<file path="config.mk">
export PLATFORM = sky130hd
export DESIGN_NAME = rq0_byte_unpacker
export DESIGN_NICKNAME = d
export VERILOG_FILES = /design/src/rtl/ntru_hrss_pkg.sv /design/src/rtl/rq0_bit_buffer.sv /design/src/rtl/rq0_byte_unpacker.sv
export SDC_FILE = /design/constraint.sdc
export NUM_CORES = 1
export LEC_CHECK = 0
export ABC_AREA = 1
export CORE_ASPECT_RATIO = 1.75
export CORE_MARGIN = 3
export CORE_UTILIZATION = 48
export DETAILED_ROUTE_END_ITERATION = 6
export PLACE_DENSITY = 0.79
export SYNTH_ARGS = -nofsm -noshare
export SYNTH_HDL_FRONTEND = slang
export SYNTH_SLANG_ARGS = --single-unit
</file>
<file path="constraint.sdc">
create_clock -name clk -period 6.35 [get_ports clk]
set_clock_uncertainty 0.15 [all_clocks]
set_input_delay 0.9525 -clock clk [delete_from_list [all_inputs] [get_ports clk]]
set_output_delay 0.9525 -clock clk [all_outputs]
set_load 0.02 [all_outputs]
</file>
<file path="src/rtl/ntru_hrss_pkg.sv">
// Shared NTRU-HRSS constants, FSM state encoding and coefficient type
// for the public-key byte unpacking path.
package ntru_hrss_pkg;

    localparam int COEF_BITS  = 13;
    localparam int N_PAIRS    = 350;
    localparam int N_BYTES    = 1138;

    // Two coefficients per transfer; the buffer holds one pair plus a partial byte
    localparam int PAIR_BITS  = 2 * COEF_BITS;
    localparam int BUF_BITS   = 34;
    localparam int CNT_BITS   = 6;
    localparam int BYTE_CNT_W = 11;
    localparam int PAIR_CNT_W = 9;

    typedef enum logic [1:0] {
        IDLE = 2'd0,
        RUN  = 2'd1,
        LAST = 2'd2,
        DONE = 2'd3
    } state_t;

    typedef logic [COEF_BITS-1:0] coef_t;

endpackage

</file>
<file path="src/rtl/rq0_bit_buffer.sv">
// 34-bit little-endian bit accumulator: pops one 26-bit pair from the bottom,
// then inserts an incoming byte at the current fill level.
module rq0_bit_buffer
    import ntru_hrss_pkg::*;
(
    input  logic                 clk,
    input  logic                 rst,
    input  logic                 i_clear,
    input  logic                 i_push,
    input  logic                 i_pop,
    input  logic [7:0]           i_byte,
    output logic [PAIR_BITS-1:0] o_low,
    output logic [CNT_BITS-1:0]  o_cnt
);

    logic [BUF_BITS-1:0] r_buf;
    logic [CNT_BITS-1:0] r_cnt;
    logic [BUF_BITS-1:0] w_shifted;
    logic [BUF_BITS-1:0] w_inserted;
    logic [BUF_BITS-1:0] w_nextBuf;
    logic [CNT_BITS-1:0] w_baseCnt;
    logic [CNT_BITS-1:0] w_nextCnt;

    // The pop is applied first so a same-cycle byte lands just above the leftover bits
    always_comb begin
        w_shifted  = i_pop ? (r_buf >> PAIR_BITS) : r_buf;
        w_baseCnt  = i_pop ? (r_cnt - CNT_BITS'(PAIR_BITS)) : r_cnt;
        w_inserted = BUF_BITS'(i_byte) << w_baseCnt;
        w_nextBuf  = i_push ? (w_shifted | w_inserted) : w_shifted;
        w_nextCnt  = i_push ? (w_baseCnt + CNT_BITS'(8)) : w_baseCnt;
    end

    always_ff @(posedge clk) begin
        if (rst || i_clear) begin
            r_buf <= '0;
            r_cnt <= '0;
        end else begin
            r_buf <= w_nextBuf;
            r_cnt <= w_nextCnt;
        end
    end

    assign o_low = r_buf[PAIR_BITS-1:0];
    assign o_cnt = r_cnt;

endmodule

</file>
<file path="src/rtl/rq0_byte_unpacker.sv">
// Rq0 public-key byte unpacker: 1138 packed bytes -> 350 coefficient pairs plus a LAST token.
// Optional pad-bit format check enabled by defining RQ0_PAD_CHECK_EN (adds port fmt_err).
module rq0_byte_unpacker
    import ntru_hrss_pkg::*;
(
    input  logic                 clk,
    input  logic                 rst,
    input  logic                 start,
    input  logic [7:0]           in_byte,
    input  logic                 in_valid,
    output logic                 in_ready,
    output logic [COEF_BITS-1:0] even,
    output logic [COEF_BITS-1:0] odd,
    output logic                 out_valid,
    input  logic                 out_ready,
    output logic                 last_n,
    output logic                 done_n,
    output logic                 busy
`ifdef RQ0_PAD_CHECK_EN
    ,
    output logic                 fmt_err
`endif
);

    state_t                r_state;
    logic [BYTE_CNT_W-1:0] r_byteCnt;
    logic [PAIR_CNT_W-1:0] r_pairCnt;
    logic [PAIR_BITS-1:0]  w_low;
    logic [CNT_BITS-1:0]   w_bitCnt;
    logic                  w_start;
    logic                  w_pairValid;
    logic                  w_pop;
    logic                  w_push;
    logic                  w_inReady;
    logic                  w_lastAccept;
    logic                  w_clear;

    assign w_start      = start && ((r_state == IDLE) || (r_state == DONE));
    assign w_pairValid  = (r_state == RUN) && (w_bitCnt >= CNT_BITS'(PAIR_BITS));
    assign w_pop        = w_pairValid && out_ready;
    assign w_inReady    = (r_state == RUN) && (r_byteCnt < BYTE_CNT_W'(N_BYTES)) &&
                          ((w_bitCnt < CNT_BITS'(PAIR_BITS)) || out_ready);
    assign w_push       = in_valid && w_inReady;
    assign w_lastAccept = (r_state == LAST) && out_ready;
    // Leaving LAST drops the pad bits so DONE starts from an empty buffer
    assign w_clear      = w_start || w_lastAccept;

    rq0_bit_buffer u_bitBuffer (
        .clk     (clk),
        .rst     (rst),
        .i_clear (w_clear),
        .i_push  (w_push),
        .i_pop   (w_pop),
        .i_byte  (in_byte),
        .o_low   (w_low),
        .o_cnt   (w_bitCnt)
    );

    // The last pop moves straight to LAST; by then every byte has been consumed
    always_ff @(posedge clk) begin
        if (rst) begin
            r_state   <= IDLE;
            r_byteCnt <= '0;
            r_pairCnt <= '0;
        end else begin
            case (r_state)
                IDLE, DONE: begin
                    if (start) begin
                        r_state   <= RUN;
                        r_byteCnt <= '0;
                        r_pairCnt <= '0;
                    end
                end
                RUN: begin
                    if (w_push) begin
                        r_byteCnt <= r_byteCnt + BYTE_CNT_W'(1);
                    end
                    if (w_pop) begin
                        r_pairCnt <= r_pairCnt + PAIR_CNT_W'(1);
                        if (r_pairCnt == PAIR_CNT_W'(N_PAIRS - 1)) begin
                            r_state <= LAST;
                        end
                    end
                end
                LAST: begin
                    if (out_ready) begin
                        r_state <= DONE;
                    end
                end
                default: r_state <= IDLE;
            endcase
        end
    end

`ifdef RQ0_PAD_CHECK_EN
    logic r_fmtErr;

    always_ff @(posedge clk) begin
        if (rst || w_start) begin
            r_fmtErr <= 1'b0;
        end else if (w_lastAccept && (w_low[3:0] != 4'd0)) begin
            r_fmtErr <= 1'b1;
        end
    end

    assign fmt_err = r_fmtErr;
`endif

    assign in_ready  = w_inReady;
    assign out_valid = w_pairValid || (r_state == LAST);
    assign even      = (r_state == RUN) ? w_low[COEF_BITS-1:0] : '0;
    assign odd       = (r_state == RUN) ? w_low[PAIR_BITS-1:COEF_BITS] : '0;
    assign last_n    = (r_state != LAST);
    assign done_n    = (r_state != DONE);
    assign busy      = (r_state == RUN) || (r_state == LAST);

endmodule

</file>
==> results by group, run 1 <==
Timing
  • Share of the clock period used by the worst path: between 50 and 60%
  • Max-slew violation count: 0
  • F_max: about 0.26 GHz
  • Final Hold Viols: 0
  • Worst slew pin tran: approximately 0.93 ns
  • Total Negative Setup Slacks: 0 ns
  • Slew Limit Headroom: ~38%
  • Setup violators final: 0
  • Final Critical Period: 3.80 ns
  • RSZ-0062 raised after global routing: no

Clocking
  • Post-CTS setup buffer count: 0
  • Max Root-Sink Buffers: 2
  • CTS H-Tree Depth: 3
  • TritonCTS Buffers: 9
  • Worst-Skew Late Latency: between 0.3 and 0.4 ns
  • Clock transition at path regs: about 0.05 ns
  • Clk root buf: clkbuf_16
  • # resized after CTS: 0
  • CTS Hold Bufs: 0
  • CTS Sinks: 61
  • CTS tree: yes

Critical path
  • Capture point of the worst path: in_ready
  • CP max stage cell: clkdlybuf4s50_1
  • WP buf/inv: 4
  • R2r setup slk: ~3.2 ns
  • R2r endpoint: u_bitBuffer.r_buf[33]$_SDFF_PP0_
  • Worst Setup SP: r_state[0]$_SDFFE_PP0P_
  • Reg-to-Reg Start: u_bitBuffer.o_cnt[1]$_SDFF_PP0_
  • Reg2Reg Depth: 13
  • Crit start category: register
  • WP data arrival: about 2.7 ns
  • Crit-path leading delay family: buffers and inverters
  • WP depth: 7
  • Worst path cell trace: ha_1, buf_4, inv_1, a21oi_1, nand2_1, inv_1, clkdlybuf4s50_1
  • CP peak stage delay: 0.61 ns
  • Kind of end point of the critical path: primary output
  • Most frequent CP cell: inv_1
  • CP Class: register to primary output
  • CP max FO: 32
  • Critical Path RT: 5.25 ns

Route
  • DRT Wirelength: about 9.2 mm
  • Met1 WL: ~3.3 mm
  • Vias per cell: between 5 and 6
  • WL per Instance: 13.9 microns
  • Final ANT Viol Nets: 0
  • WL met2: 4.98 mm
  • Initial DRC Count: roughly 300
  • Routed vias: ~3500
  • Highest Signal Layer: met4
  • # DRC: 0
  • TritonRoute pass-1 iters: 5
  • Met3 WL post-DR: between 300 and 400 microns

Pwr
  • Clock share of power: about 37%
  • NetSw: roughly 470 uW
  • Power share of the sequential group: around a third
  • Sw Share: between 30% and 40%
  • Peak VDD IR: between 0.0002 and 0.00025 V
  • Leak Pwr: 0.00184 uW
  • Internal Pwr Total: 844 uW
  • PwrDens: between 300 and 400 nW/um^2
  • Combinational power share: between 30% and 40%

Flow run
  • Max-capacitance violation count: 0

Synth
  • EDFF count, synth: 0
  • Yosys top cell area share: between 30 and 40%
  • Predominant post-synthesis flop cell: dfxtp_1
  • Post-Synth Adder-Cell Area: ~3.1%
  • Share of flip-flops with an asynchronous set or reset: 0%
  • Synth Cell Area: about 3600 sq um
  • Mapped Cells: approximately 540
  • Mapped Nets: 560
  • Post-synth top area cell: dfxtp_1
  • Top-count cell post-synth: nand2_1
  • Number of synthesized register bits: between 60 and 70
  • Post-synth top cells: 162 x nand2_1, 72 x inv_1, 61 x dfxtp_1, 46 x a21oi_1, 44 x nand3_1
  • Largest family of logic cells by synthesized area: simple AND/OR/NAND/NOR gates
  • Simple-gate share of the synthesized area: roughly 35%
  • Post-synthesis compound-gate area fraction: 15.0%
  • Top post-synthesis cells by area: dfxtp_1 34%, nand2_1 17%, inv_1 7.5%
  • Mean Syn Cell Area: around 6.7 sq um
  • Ys Warns: 0
  • XOR/XNOR share of the synthesized area: about 1.2%
  • Post-synthesis mux area share: 0%
  • Cell variety after synth: 43
  • Register area share after synthesis: between 30% and 40%

Final layout
  • Fillers: around 660
  • Layout area overhead: 19.8%
  • Nets: around 590
  • N_diodes: 0
  • Layout cells sized above 1: under 10%
  • Fin util: 59.3%
  • Layout Cells excl Fill: 663
  • Finished Cell Area: 4290 sq um

Placement
  • Area of placed instances: 3990 sq um
  • DP Cell Count: between 600 and 700
  • Hpwl dp: 6.93 mm
  • Number of port buffers: between 40 and 50
  • GPL Wtd Cong: 0.889

Worst hold path
  • Hold WC Path Type: register to register
  • Hold_sp: r_byteCnt[10]$_SDFFE_PP0P_
  • Worst Hold Depth: 2

GRT
  • GRT Total Usage: between 20% and 30%
  • GRT overflow: 0
  • Initial antenna violation count: 0
  • Pin count of the biggest net entering global routing: 44
  • Vias in the first global route: about 3400
  • First-pass GRT wire length: around 15 mm

Floorplanning
  • Core area: 7230 sq um
  • Die width: between 70 and 80 microns
  • Total die area: ~8600 sq um
  • Initial core utilization: 49.5%
  • # IOs: between 40 and 50
  • Row cnt: slightly above 40
  • Vert. Die Dim: between 100 and 150 microns

Status
  • Status: completed
[cells in the final DEF (no fill, tap or decap), types with 2 or more instances in the layout]
cell type	instances
a211oi_1	3
a21oi_1	46
a22oi_1	2
a31oi_1	8
clkbuf_1	3
clkbuf_16	9
clkdlybuf4s50_1	43
clkinv_1	2
clkinvlp_4	2
dfxtp_1	61
ha_1	9
inv_1	72
nand2_1	162
nand2_2	6
nand2_4	2
nand3_1	44
nand3_4	3
nand4_1	7
nor2_1	28
nor2_2	3
nor2_4	2
nor3_1	9
nor3b_1	2
o21ai_0	18
o21ai_1	3
o21ai_2	3
o21ai_4	2
xor2_1	5
[worst register-to-register path, delay by kind of cell (launching register included)]
family,cells,cell delay (ns)
and+or+nand+nor,10,1.82
adders and majority gates,1,0.19
AOI/OAI and AO/OA,1,0.14
buffers and inverters,1,0.39
DFF,1,0.41
[cells by family after synthesis]
kind of cell	after synthesis
AND/OR/NAND/NOR	273
buffers and inverters	98
AO/OA/AOI/OAI	92
flip-flops	61
adder cells (fa/ha/maj)	9
XOR/XNOR	5
[final cells by class]
type / count / area [sq um] / area share (%)
clock inverters: 3 / 45.0 / 1.05
flip-flops and latches: 61 / 1220 / 28.5
repair buffers: 44 / 438 / 10.2
multi-input cells: 379 / 1930 / 45.0
clock buffers: 13 / 250 / 5.83
well taps: 86 / 108 / 2.51
inverters: 77 / 297 / 6.91
[metrics by stage]
stage	total power (uW)	setup WS (ns)	hold WS [ns]
floorplan	721	3.84	0.280
global placement	827	2.52	0.289
detailed placement	837	2.42	0.290
CTS	1320	2.51	0.299
global route	1390	2.33	0.327
finish	1310	2.55	0.296
[state kept, by name, indices dropped and copies added (netlist names)]
| name | flops |
|---|---|
| u_bitBuffer.o_cnt | 5 |
| r_byteCnt | 11 |
| u_bitBuffer.r_buf | 34 |
| r_pairCnt | 9 |
| r_state | 2 |
[layer usage]
| layer | up-vias | global-route usage (%) |
|---|---|---|
| met4 | 0 | 14.6 |
| met1 | 1614 | 21.8 |
| met5 | - | 0 |
| met2 | 95 | 40.9 |
| li1 | 1797 | - |
| met3 | 36 | 4.91 |
[how the worst min path moves through the flow]
stage	slack (ns)	to
floorplan	0.28	r_byteCnt[10]$_SDFFE_PP0P_
global placement	0.29	r_byteCnt[10]$_SDFFE_PP0P_
detailed placement	0.29	r_byteCnt[10]$_SDFFE_PP0P_
CTS	0.30	r_byteCnt[10]$_SDFFE_PP0P_
global route	0.33	r_byteCnt[10]$_SDFFE_PP0P_
finish	0.30	r_byteCnt[10]$_SDFFE_PP0P_
[power groups by stage]
stage          registers, uW  logic, uW  clock network (uW)
2_1_floorplan            432        288                   0
3_3_place_gp             438        389                   0
3_5_place_dp             439        398                   0
4_1_cts                  432        400                 488
5_1_grt                  434        450                 502
6_report                 432        397                 485
(Power assumes the default switching activity.)
==> run 2, diff against run 1 <==
--- a/config.mk
+++ b/config.mk
@@ -10,7 +10,7 @@
 export CORE_MARGIN = 3
 export CORE_UTILIZATION = 48
 export DETAILED_ROUTE_END_ITERATION = 6
-export PLACE_DENSITY = 0.79
+export PLACE_DENSITY = 0.82
 export SYNTH_ARGS = -nofsm -noshare
 export SYNTH_HDL_FRONTEND = slang
 export SYNTH_SLANG_ARGS = --single-unit
==> constraint.sdc (replaced) <==
create_clock -name clk -period 3.15 [get_ports clk]
set_clock_uncertainty 0.15 [all_clocks]
set_input_delay 0.4725 -clock clk [delete_from_list [all_inputs] [get_ports clk]]
set_output_delay 0.4725 -clock clk [all_outputs]
set_load 0.02 [all_outputs]
==> results by group, run 2 (synthesis results as in run 1) <==
Route
  • Initial DRC Count: around 350
  • WL per Instance: ~14 microns
  • TritonRoute pass-1 iters: 5
  • # DRC: 0
  • Routed vias: 3621
  • DRT Wirelength: around 9.6 mm
  • Final ANT Viol Nets: 0
  • Vias per cell: ~5.4

Final layout
  • Biggest regs: u_bitBuffer.r_buf x34, r_byteCnt x11, r_pairCnt x9
  • Most common cell after layout, fill and taps aside: nand2_1
  • Layout cells sized above 1: slightly above 8%
  • Biggest register: u_bitBuffer.r_buf
  • Max reg flops: 34
  • Fillers: 674
  • Nets: 598
  • Commonest non-fill, non-tap cells in the layout: 162 x nand2_1, 72 x inv_1, 61 x dfxtp_1
  • N_diodes: 0
  • Finished Cell Area: between 4000 and 5000 sq um
  • Layout area overhead: 21.5%

Timing
  • Total Negative Setup Slacks: 0 ns
  • Setup violators final: 0
  • F_max: 0.345 GHz
  • Worst slew pin tran: about 0.62 ns
  • Setup ws final: roughly 0.25 ns
  • Share of the clock period used by the worst path: between 90% and 100%
  • Slew Limit Headroom: roughly 58%
  • Max-slew violation count: 0
  • Final Hold Viols: 0
  • RSZ-0062 raised after global routing: no
  • Final Critical Period: ~2.9 ns

Floorplanning
  • Core area: between 7000 and 8000 sq um
  • # IOs: 44
  • Row cnt: 41
  • Die width: a little over 70 microns
  • Initial core utilization: between 40 and 50%
  • Vert. Die Dim: about 120 microns
  • Total die area: about 8600 sq um

Pwr
  • Sw Share: 34.6%
  • Internal Pwr Total: between 1500 and 2000 uW
  • PwrDens: 636 nW/um^2
  • NetSw: ~960 uW
  • Peak VDD IR: ~0.00049 V
  • Clock share of power: between 30% and 40%
  • Combinational power share: 29.6%
  • Power share of the sequential group: roughly a third
  • Total power: approximately 2800 uW
  • Leak Pwr: approximately 0.0019 uW

Clocking
  • Post-CTS setup buffer count: 0
  • CTS H-Tree Depth: 3
  • CTS Sinks: 61
  • CTS Hold Bufs: 0
  • Clk root buf: clkbuf_16
  • TritonCTS Buffers: 9
  • Worst-Skew Late Latency: 0.33 ns
  • CTS tree: yes
  • Clock transition at path regs: 0.05 ns
  • Max Root-Sink Buffers: 2
  • # resized after CTS: 0

Critical path
  • Worst path cell trace: ha_1, inv_1, a21oi_1, nand2_1, inv_1, clkdlybuf4s50_1
  • WP buf/inv: 3
  • CP peak stage delay: 0.60 ns
  • Reg-to-Reg Start: u_bitBuffer.o_cnt[1]$_SDFF_PP0_
  • Crit start category: register
  • CP max FO: 8
  • Most frequent CP cell: inv_1
  • R2r setup slk: ~0.56 ns
  • WP data arrival: approximately 2.3 ns
  • R2r endpoint: u_bitBuffer.r_buf[23]$_SDFF_PP0_
  • Critical Path RT: around 2.5 ns
  • CP Class: register to primary output
  • Crit-path leading delay family: buffers and inverters
  • Kind of end point of the critical path: primary output
  • Reg2Reg Depth: 11
  • CP max stage cell: clkdlybuf4s50_1

GRT
  • First-pass GRT wire length: between 15 and 20 mm
  • GRT Total Usage: a little under a quarter
  • Pin count of the biggest net entering global routing: 37
  • Initial antenna violation count: 0
  • Vias in the first global route: 3630
  • GRT overflow: 0

Worst hold path
  • Worst Hold Depth: 2
  • Worst hold endpoint: u_bitBuffer.r_buf[22]$_SDFF_PP0_
  • Hold_sp: u_bitBuffer.r_buf[22]$_SDFF_PP0_
  • Hold WC Path Type: register to register

Placement
  • GPL Wtd Cong: between 0.9 and 1
  • DP Worst Slack: 0.330 ns
  • Area of placed instances: 4020 sq um
  • Number of port buffers: 43
  • Hpwl dp: approximately 7.1 mm

Flow run
  • Max-capacitance violation count: 0

Status
  • Status: completed
[run 2: cell count changes in the layout (fill, tap and decap cells not counted)]
cell / previous run / this run
buf_4: 1 / 5
bufinv_16: 1 / 2
clkbuf_1: 3 / 1
clkbuf_8: 1 / 2
clkinv_4: 1 / 2
clkinvlp_4: 2 / 0
[run 2: area by class of cell]
| class | count | area, sq um | share of cell area [%] |
|---|---|---|---|
| Multi-Input combinational cell | 379 | 1930 | 44.4 |
| Sequential cell | 61 | 1220 | 28.1 |
| Timing Repair Buffer | 48 | 468 | 10.8 |
| Inverter | 77 | 297 | 6.82 |
| Clock buffer | 12 | 256 | 5.90 |
| Tap cell | 86 | 108 | 2.47 |
| Clock inverter | 3 | 68.8 | 1.58 |
[run 2: worst max path at each step]
| stage | startpoint | cells past startpoint | to |
|---|---|---|---|
| after floorplan | u_bitBuffer.o_cnt[2]$_SDFF_PP0_ | 14 | u_bitBuffer.o_cnt[4]$_SDFF_PP0_ |
| after global placement | out_ready | 6 | in_ready |
| after detailed placement | out_ready | 9 | u_bitBuffer.r_buf[23]$_SDFF_PP0_ |
| after CTS | r_state[0]$_SDFFE_PP0P_ | 6 | in_ready |
| after global routing | r_state[0]$_SDFFE_PP0P_ | 6 | in_ready |
| final | r_state[0]$_SDFFE_PP0P_ | 6 | in_ready |
[run 2: metrics by stage]
stage | instances | utilization [%] | hold WS [ns]
floorplan | 538 | - | 0.280
global placement | 651 | 55.6 | 0.303
detailed placement | 651 | 55.6 | 0.305
CTS | 666 | 60.1 | 0.313
global route | 666 | 60.1 | 0.340
finish | 666 | 60.1 | 0.312
[run 2: worst reg2reg max path, delay by kind of cell, from the launching register on]
kind / cells / cell delay (ns)
adder cells (fa/ha/maj): 1 / 0.18
AND/OR/NAND/NOR: 7 / 0.92
AO/OA/AOI/OAI: 3 / 0.87
flip-flops: 1 / 0.41
[run 2: layer usage]
metal  part of all wire, %  routed length [microns]  up-vias  track usage (%)
li1                      -                        -     1805                -
met5                     0                        0        -                0
met1                    34                     3280     1653             21.5
met3                   3.7                      353       41             2.75
met2                    55                     5310      122             44.1
met4                   6.9                      659        0             20.2
[run 2: power groups by stage]
stage | logic, uW | clock network (uW) | registers, uW
finish | 820 | 1080 | 868
global route | 913 | 1110 | 875
floorplan | 581 | 0 | 871
CTS | 823 | 1090 | 867
global placement | 789 | 0 | 881
detailed placement | 805 | 0 | 882
==> run 3, diff against run 2 <==
--- a/config.mk
+++ b/config.mk
@@ -6,6 +6,7 @@
 export NUM_CORES = 1
 export LEC_CHECK = 0
 export ABC_AREA = 1
+export ABC_CLOCK_PERIOD_IN_PS = 3150
 export CORE_ASPECT_RATIO = 1.75
 export CORE_MARGIN = 3
 export CORE_UTILIZATION = 48
==> results of run 3 <==
No change in the layout: final DEF, timing and power equal those of run 2.
